[src/rtl/m_div_pkg.sv]
// Shared definitions for the EX-stage divide unit: bus width, ALUop codes
// for the RV32M multiply/divide group and the divider state encoding.
package m_div_pkg;

    localparam int REG_BUS_W = 32;

    localparam logic [5:0] ALU_MUL    = 6'b011000;
    localparam logic [5:0] ALU_MULH   = 6'b011001;
    localparam logic [5:0] ALU_MULHSU = 6'b011010;
    localparam logic [5:0] ALU_MULHU  = 6'b011011;
    localparam logic [5:0] ALU_DIV    = 6'b011100;
    localparam logic [5:0] ALU_DIVU   = 6'b011101;
    localparam logic [5:0] ALU_REM    = 6'b011110;
    localparam logic [5:0] ALU_REMU   = 6'b011111;

    typedef enum logic [1:0] {
        IDLE = 2'd0,
        CALC = 2'd1,
        FIX  = 2'd2,
        DONE = 2'd3
    } div_state_e;

    function automatic logic is_div_op(input logic [5:0] op);
        return (op == ALU_DIV) || (op == ALU_DIVU) ||
               (op == ALU_REM) || (op == ALU_REMU);
    endfunction

endpackage

[src/rtl/m_div_step.sv]
// One restoring-division iteration: shift in the next dividend bit and
// subtract the divisor if it fits.
module m_div_step
    import m_div_pkg::*;
#(
    parameter int XLEN = REG_BUS_W
) (
    input  logic [XLEN-1:0] rem_i,
    input  logic            dvd_msb_i,
    input  logic [XLEN-1:0] divisor_i,
    output logic [XLEN-1:0] rem_o,
    output logic            q_bit_o
);

    logic [XLEN:0] partial;
    logic [XLEN:0] trial;

    // rem < divisor holds between iterations, so partial < 2*divisor and the
    // top bit of the 33-bit difference is exactly the borrow.
    always_comb begin
        partial = {rem_i, dvd_msb_i};
        trial   = partial - {1'b0, divisor_i};
        q_bit_o = ~trial[XLEN];
        rem_o   = q_bit_o ? trial[XLEN-1:0] : partial[XLEN-1:0];
    end

endmodule

[src/rtl/m_div.sv]
// Iterative radix-2 divider for DIV/DIVU/REM/REMU with a start/busy/done
// handshake and a flush that kills the in-flight operation.
module m_div
    import m_div_pkg::*;
#(
    parameter int XLEN  = REG_BUS_W,
    parameter int CNT_W = 5
) (
    input  logic            clk,
    input  logic            rst,
    input  logic            start,
    input  logic            flush,
    input  logic [5:0]      ALUop,
    input  logic [XLEN-1:0] in1,
    input  logic [XLEN-1:0] in2,
    output logic            busy,
    output logic            done,
    output logic [XLEN-1:0] result
);

    localparam logic [XLEN-1:0] INT_MIN = {1'b1, {(XLEN-1){1'b0}}};

    div_state_e      state_q, state_d;
    logic [CNT_W-1:0] cnt_q, cnt_d;
    logic [XLEN-1:0] dvd_q, dvd_d;
    logic [XLEN-1:0] rem_q, rem_d;
    logic [XLEN-1:0] dvs_q, dvs_d;
    logic [XLEN-1:0] result_q, result_d;
    logic            is_rem_q, is_rem_d;
    logic            neg_quo_q, neg_quo_d;
    logic            neg_rem_q, neg_rem_d;

    logic [XLEN-1:0] step_rem;
    logic            step_q_bit;

    logic            accept;
    logic            op_signed;
    logic            op_rem;
    logic            a_neg;
    logic            b_neg;
    logic            div_zero;
    logic            overflow;
    logic [XLEN-1:0] a_mag;
    logic [XLEN-1:0] b_mag;
    logic [XLEN-1:0] special_res;

    m_div_step #(.XLEN(XLEN)) u_step (
        .rem_i     (rem_q),
        .dvd_msb_i (dvd_q[XLEN-1]),
        .divisor_i (dvs_q),
        .rem_o     (step_rem),
        .q_bit_o   (step_q_bit)
    );

    assign busy   = (state_q == CALC) || (state_q == FIX);
    assign done   = (state_q == DONE);
    assign result = result_q;

    always_comb begin
        op_signed   = (ALUop == ALU_DIV) || (ALUop == ALU_REM);
        op_rem      = (ALUop == ALU_REM) || (ALUop == ALU_REMU);
        a_neg       = op_signed & in1[XLEN-1];
        b_neg       = op_signed & in2[XLEN-1];
        a_mag       = a_neg ? -in1 : in1;
        b_mag       = b_neg ? -in2 : in2;
        div_zero    = (in2 == '0);
        overflow    = op_signed && (in1 == INT_MIN) && (in2 == '1);
        special_res = div_zero ? (op_rem ? in1 : '1) : (op_rem ? '0 : INT_MIN);
        accept      = start && !flush && !busy && is_div_op(ALUop);
    end

    always_comb begin
        state_d   = state_q;
        cnt_d     = cnt_q;
        dvd_d     = dvd_q;
        rem_d     = rem_q;
        dvs_d     = dvs_q;
        result_d  = result_q;
        is_rem_d  = is_rem_q;
        neg_quo_d = neg_quo_q;
        neg_rem_d = neg_rem_q;

        case (state_q)
            IDLE, DONE: begin
                state_d = IDLE;
                if (accept) begin
                    // Zero divisor and INT_MIN/-1 have fixed answers, skip the loop.
                    if (div_zero || overflow) begin
                        state_d  = DONE;
                        result_d = special_res;
                    end else begin
                        state_d   = CALC;
                        cnt_d     = CNT_W'(XLEN-1);
                        dvd_d     = a_mag;
                        rem_d     = '0;
                        dvs_d     = b_mag;
                        is_rem_d  = op_rem;
                        neg_quo_d = a_neg ^ b_neg;
                        neg_rem_d = a_neg;
                    end
                end
            end
            CALC: begin
                dvd_d = {dvd_q[XLEN-2:0], step_q_bit};
                rem_d = step_rem;
                cnt_d = cnt_q - CNT_W'(1);
                if (cnt_q == '0) begin
                    state_d = FIX;
                end
            end
            FIX: begin
                state_d  = DONE;
                result_d = is_rem_q ? (neg_rem_q ? -rem_q : rem_q)
                                    : (neg_quo_q ? -dvd_q : dvd_q);
            end
            default: state_d = IDLE;
        endcase

        if (flush) begin
            state_d  = IDLE;
            result_d = result_q;
        end
    end

    always_ff @(posedge clk) begin
        if (rst) begin
            state_q   <= IDLE;
            cnt_q     <= '0;
            dvd_q     <= '0;
            rem_q     <= '0;
            dvs_q     <= '0;
            result_q  <= '0;
            is_rem_q  <= 1'b0;
            neg_quo_q <= 1'b0;
            neg_rem_q <= 1'b0;
        end else begin
            state_q   <= state_d;
            cnt_q     <= cnt_d;
            dvd_q     <= dvd_d;
            rem_q     <= rem_d;
            dvs_q     <= dvs_d;
            result_q  <= result_d;
            is_rem_q  <= is_rem_d;
            neg_quo_q <= neg_quo_d;
            neg_rem_q <= neg_rem_d;
        end
    end

endmodule
[config.mk]
export PLATFORM = sky130hd
export DESIGN_NAME = m_div
export DESIGN_NICKNAME = d
export VERILOG_FILES = /design/src/rtl/m_div_pkg.sv /design/src/rtl/m_div_step.sv /design/src/rtl/m_div.sv
export SDC_FILE = /design/constraint.sdc
export NUM_CORES = 1
export LEC_CHECK = 0
export CAP_MARGIN = 20
export CORE_AREA = 2 2 187 116
export DETAILED_ROUTE_END_ITERATION = 12
export DIE_AREA = 0 0 189 118
export PLACE_DENSITY_LB_ADDON = 0.12
export SLEW_MARGIN = 20
export SYNTH_ARGS = -nofsm -noshare
export SYNTH_HDL_FRONTEND = slang
export SYNTH_HIERARCHICAL = 1
export SYNTH_SLANG_ARGS = --single-unit
[constraint.sdc]
create_clock -name clk -period 10.3 [get_ports clk]
set_input_delay 2.06 -clock clk [delete_from_list [all_inputs] [get_ports clk]]
set_output_delay 2.06 -clock clk [all_outputs]
set_load 0.01 [all_outputs]
==> flow_metrics.tcl <==
set metrics [dict create \
    grt_use_total 0.325 \
    ys_ff_latch 138 \
    max_stage_delay_ps 520 \
    ioPinCount 108 \
    first_pass_iters 6 \
    clk_pin_slew_ps 60 \
    clk_latency_ps 440 \
    dieWidth_um 189 \
    status "complete, no violations" \
    tightest_slew_ps 1090 \
    clock-sinks 138 \
    place_ws_ps 4310 \
    synth_edf_count 0 \
    timing.fmax_mhz 178 \
    grt_pass1_vias 10200 \
    crit_required_ps 10640 \
    synthToLayoutAreaGrowth_pct 14.7 \
    synth-main-ff-cell "dfxtp_1" \
    rows 41 \
    gp_congestion 0.929 \
    cts-root-buf "clkbuf_16" \
    crit_type "in -> reg" \
    fin_tns_setup_ps 0 \
    nets 1636 \
    slew_headroom 0.270 \
    min_period_ps 5620 \
    antenna_found_initial 0 \
    grt_max_degree 108 \
    start_util 0.542 \
    avgSynthCellArea_um2 7.53 \
    critPathSlowestCell "and4_1" \
    yosysMostFrequentCell "nand2_1" \
    drive_gt1_frac 0.0712 \
    cts_resized 0 \
    syn_nets 1597 \
    port-buffer-count 107 \
    numCtsBuffers 17 \
    hp-class "reg -> reg" \
    htreeDepth 4 \
    vias 11300 \
    die_area_um2 22300 \
    cts_buffer_depth 2 \
    synth_top_area_cell "dfxtp_1" \
    cp_max_fo 71 \
    arrival_ps 5960 \
    rsz0062_at_grt "no" \
    hpwl_um 26100 \
    p_leak_nw 4.54 \
    placeableCoreArea_um2 20600 \
    netlist_area_um2 11100 \
    ir_drop_uv 108 \
    diodes 0 \
    power_density_nw_per_um2 113 \
    synth_compound_area_frac 0.249 \
    syn_inst 1480 \
    synth.area.mux_share 0.0424 \
    synth_fa_ha_area_frac 0.0490 \
    drt_iter0_markers 1503 \
    synth.area.top_cells "dfxtp_1 (25%), xnor2_1 (5.7%), nand2_1 (5.5%)" \
    cts_setup_buffers 0 \
    synth-xor-area-share 0.112 \
    overflow 0 \
    slew_viol_final 0 \
    drc 0 \
    skew_ps 13.4 \
    fp.dieH_um 118 \
    finalHoldViolCount 0 \
    drv_cap 0 \
    startpoint_type "input port" \
    finalCritPeriodShare 0.546 \
    drt-total-wl_um 36200 \
    endpoint_kind "flip-flop" \
    synth_top_family_by_area "compound AO/OA/AOI/OAI gates" \
    synthArstFlopShare 0 \
    grt_pass1_wl_um 57400 \
    ys_types 90 \
    ys_seq_area_frac 0.248 \
    cts-hold-fix-buffers 0 \
    path_cells "clkdlybuf4s50_1 -> inv_1 -> ha_1 -> nor3b_1 -> and4_1 -> nand4_1 -> o311a_2 -> buf_4 -> a21o_2 -> buf_4 -> and3_1 -> a211oi_1" \
    setup_ws_ps 4680 \
    synth-simple-area-share 0.234 \
    drtAntennaViolNets 0 \
    setup_viol 0 \
    synth_warnings 6 \
    cpMostUsedCell "buf_4" \
    synth_top_area_frac 0.248 \
    wl_per_cell_um 20.0 \
    cts_tree "yes" \
    synth_common_cells "nand2_1 (164), dfxtp_1 (138), nor2_1 (128)" \
    viasPerCell 6.22 \
]
path summary, 6_finish.rpt:
path	slack [ps]	end	startpoint	depth (start not counted)
max reg2reg	6200	rem_q[22]	dvd_q[31]	15
max	4680	cnt_q[0]	in1[0]	12
min	470	dvs_q[31]	dvs_q[31]	2
min reg2reg	470	dvs_q[31]	dvs_q[31]	2
layout make-up:
cell class | instances | area, µm²
timing repair buffer | 116 | 1130
multi-input combinational | 1187 | 7660
clock buffer | 17 | 425
fill | 1913 | 7790
inverter | 59 | 229
tap | 279 | 349
sequential | 138 | 2760
clock inverter | 14 | 221
registers in the layout (all words and copies together), names as in the netlist:
register and flops:
dvd_q 32, dvs_q 32, rem_q 32, result 32, cnt_q 5, state_q 2
is_rem_q 1, neg_quo_q 1, neg_rem_q 1
critical path, delay by kind of cell:
family          cells  cell delay (ps)
simple gates        4             1530
fa+ha+maj           1              160
buf+inv             4             1260
compound gates      3              930
layer usage:
layer	GRT usage	share of wire	vias to the layer above
met2	0.419	0.38	574
met5	0	0	-
met1	0.514	0.49	5213
met3	0.0906	0.12	39
li1	-	-	5428
met4	0.0723	0.013	0
report_power, final:
part	leakage [nW]	switching [mW]	internal, mW
Combinational	3.12	0.114	0.0980
Clock	0.306	0.263	0.430
Sequential	1.11	0.00318	0.536
Total	4.54	0.380	1.06
cells by family after synthesis:
family / count (synthesis)
AO/OA/AOI/OAI: 434
buffers and inverters: 155
XOR/XNOR: 142
AND/OR/NAND/NOR: 532
adder cells (fa/ha/maj): 43
multiplexers: 36
flip-flops: 138
placed cells by master, fill, tap and decap left out, types with 4 or more instances in the layout:
cell type,Yosys,final
or3_1,16,16
nor2b_1,7,7
a21oi_1,118,118
nor3_1,49,49
clkdlybuf4s50_1,0,106
bufinv_16,0,5
xor2_1,69,69
nand4_1,14,14
nor3b_1,10,10
mux2i_1,12,12
nor4_1,16,15
a311oi_1,7,7
dfxtp_1,138,137
inv_1,58,58
and3_1,8,8
ha_1,42,41
a21o_1,18,17
nand4b_1,4,4
nand3_1,58,58
nor2_1,128,128
o21a_1,10,10
or4_1,10,10
mux2_2,4,4
o221ai_1,6,6
nand2_1,164,164
clkbuf_16,0,17
xnor2_1,73,73
nand2b_1,7,7
o21bai_1,4,4
or2_2,11,11
nor4_2,6,6
o41ai_1,22,22
buf_4,5,9
a211oi_1,53,53
o211ai_1,7,7
mux2_4,19,19
a31oi_1,21,21
o21ai_0,108,108
o2111ai_1,4,4
o31ai_1,25,25
per-stage QoR:
stage	cell area (µm²)	power (mW)	hold slack, ps	util	instances
after detailed placement	12100	0.758	464	0.589	1778
final	12800	1.44	475	0.621	1810
after global routing	12800	1.48	485	0.621	1810
after CTS	12800	1.44	475	0.621	1809
after global placement	12100	0.757	444	0.589	1778
after floorplan	11100	0.697	432	-	1480
No activity file was read; power rests on OpenSTA's default activity.
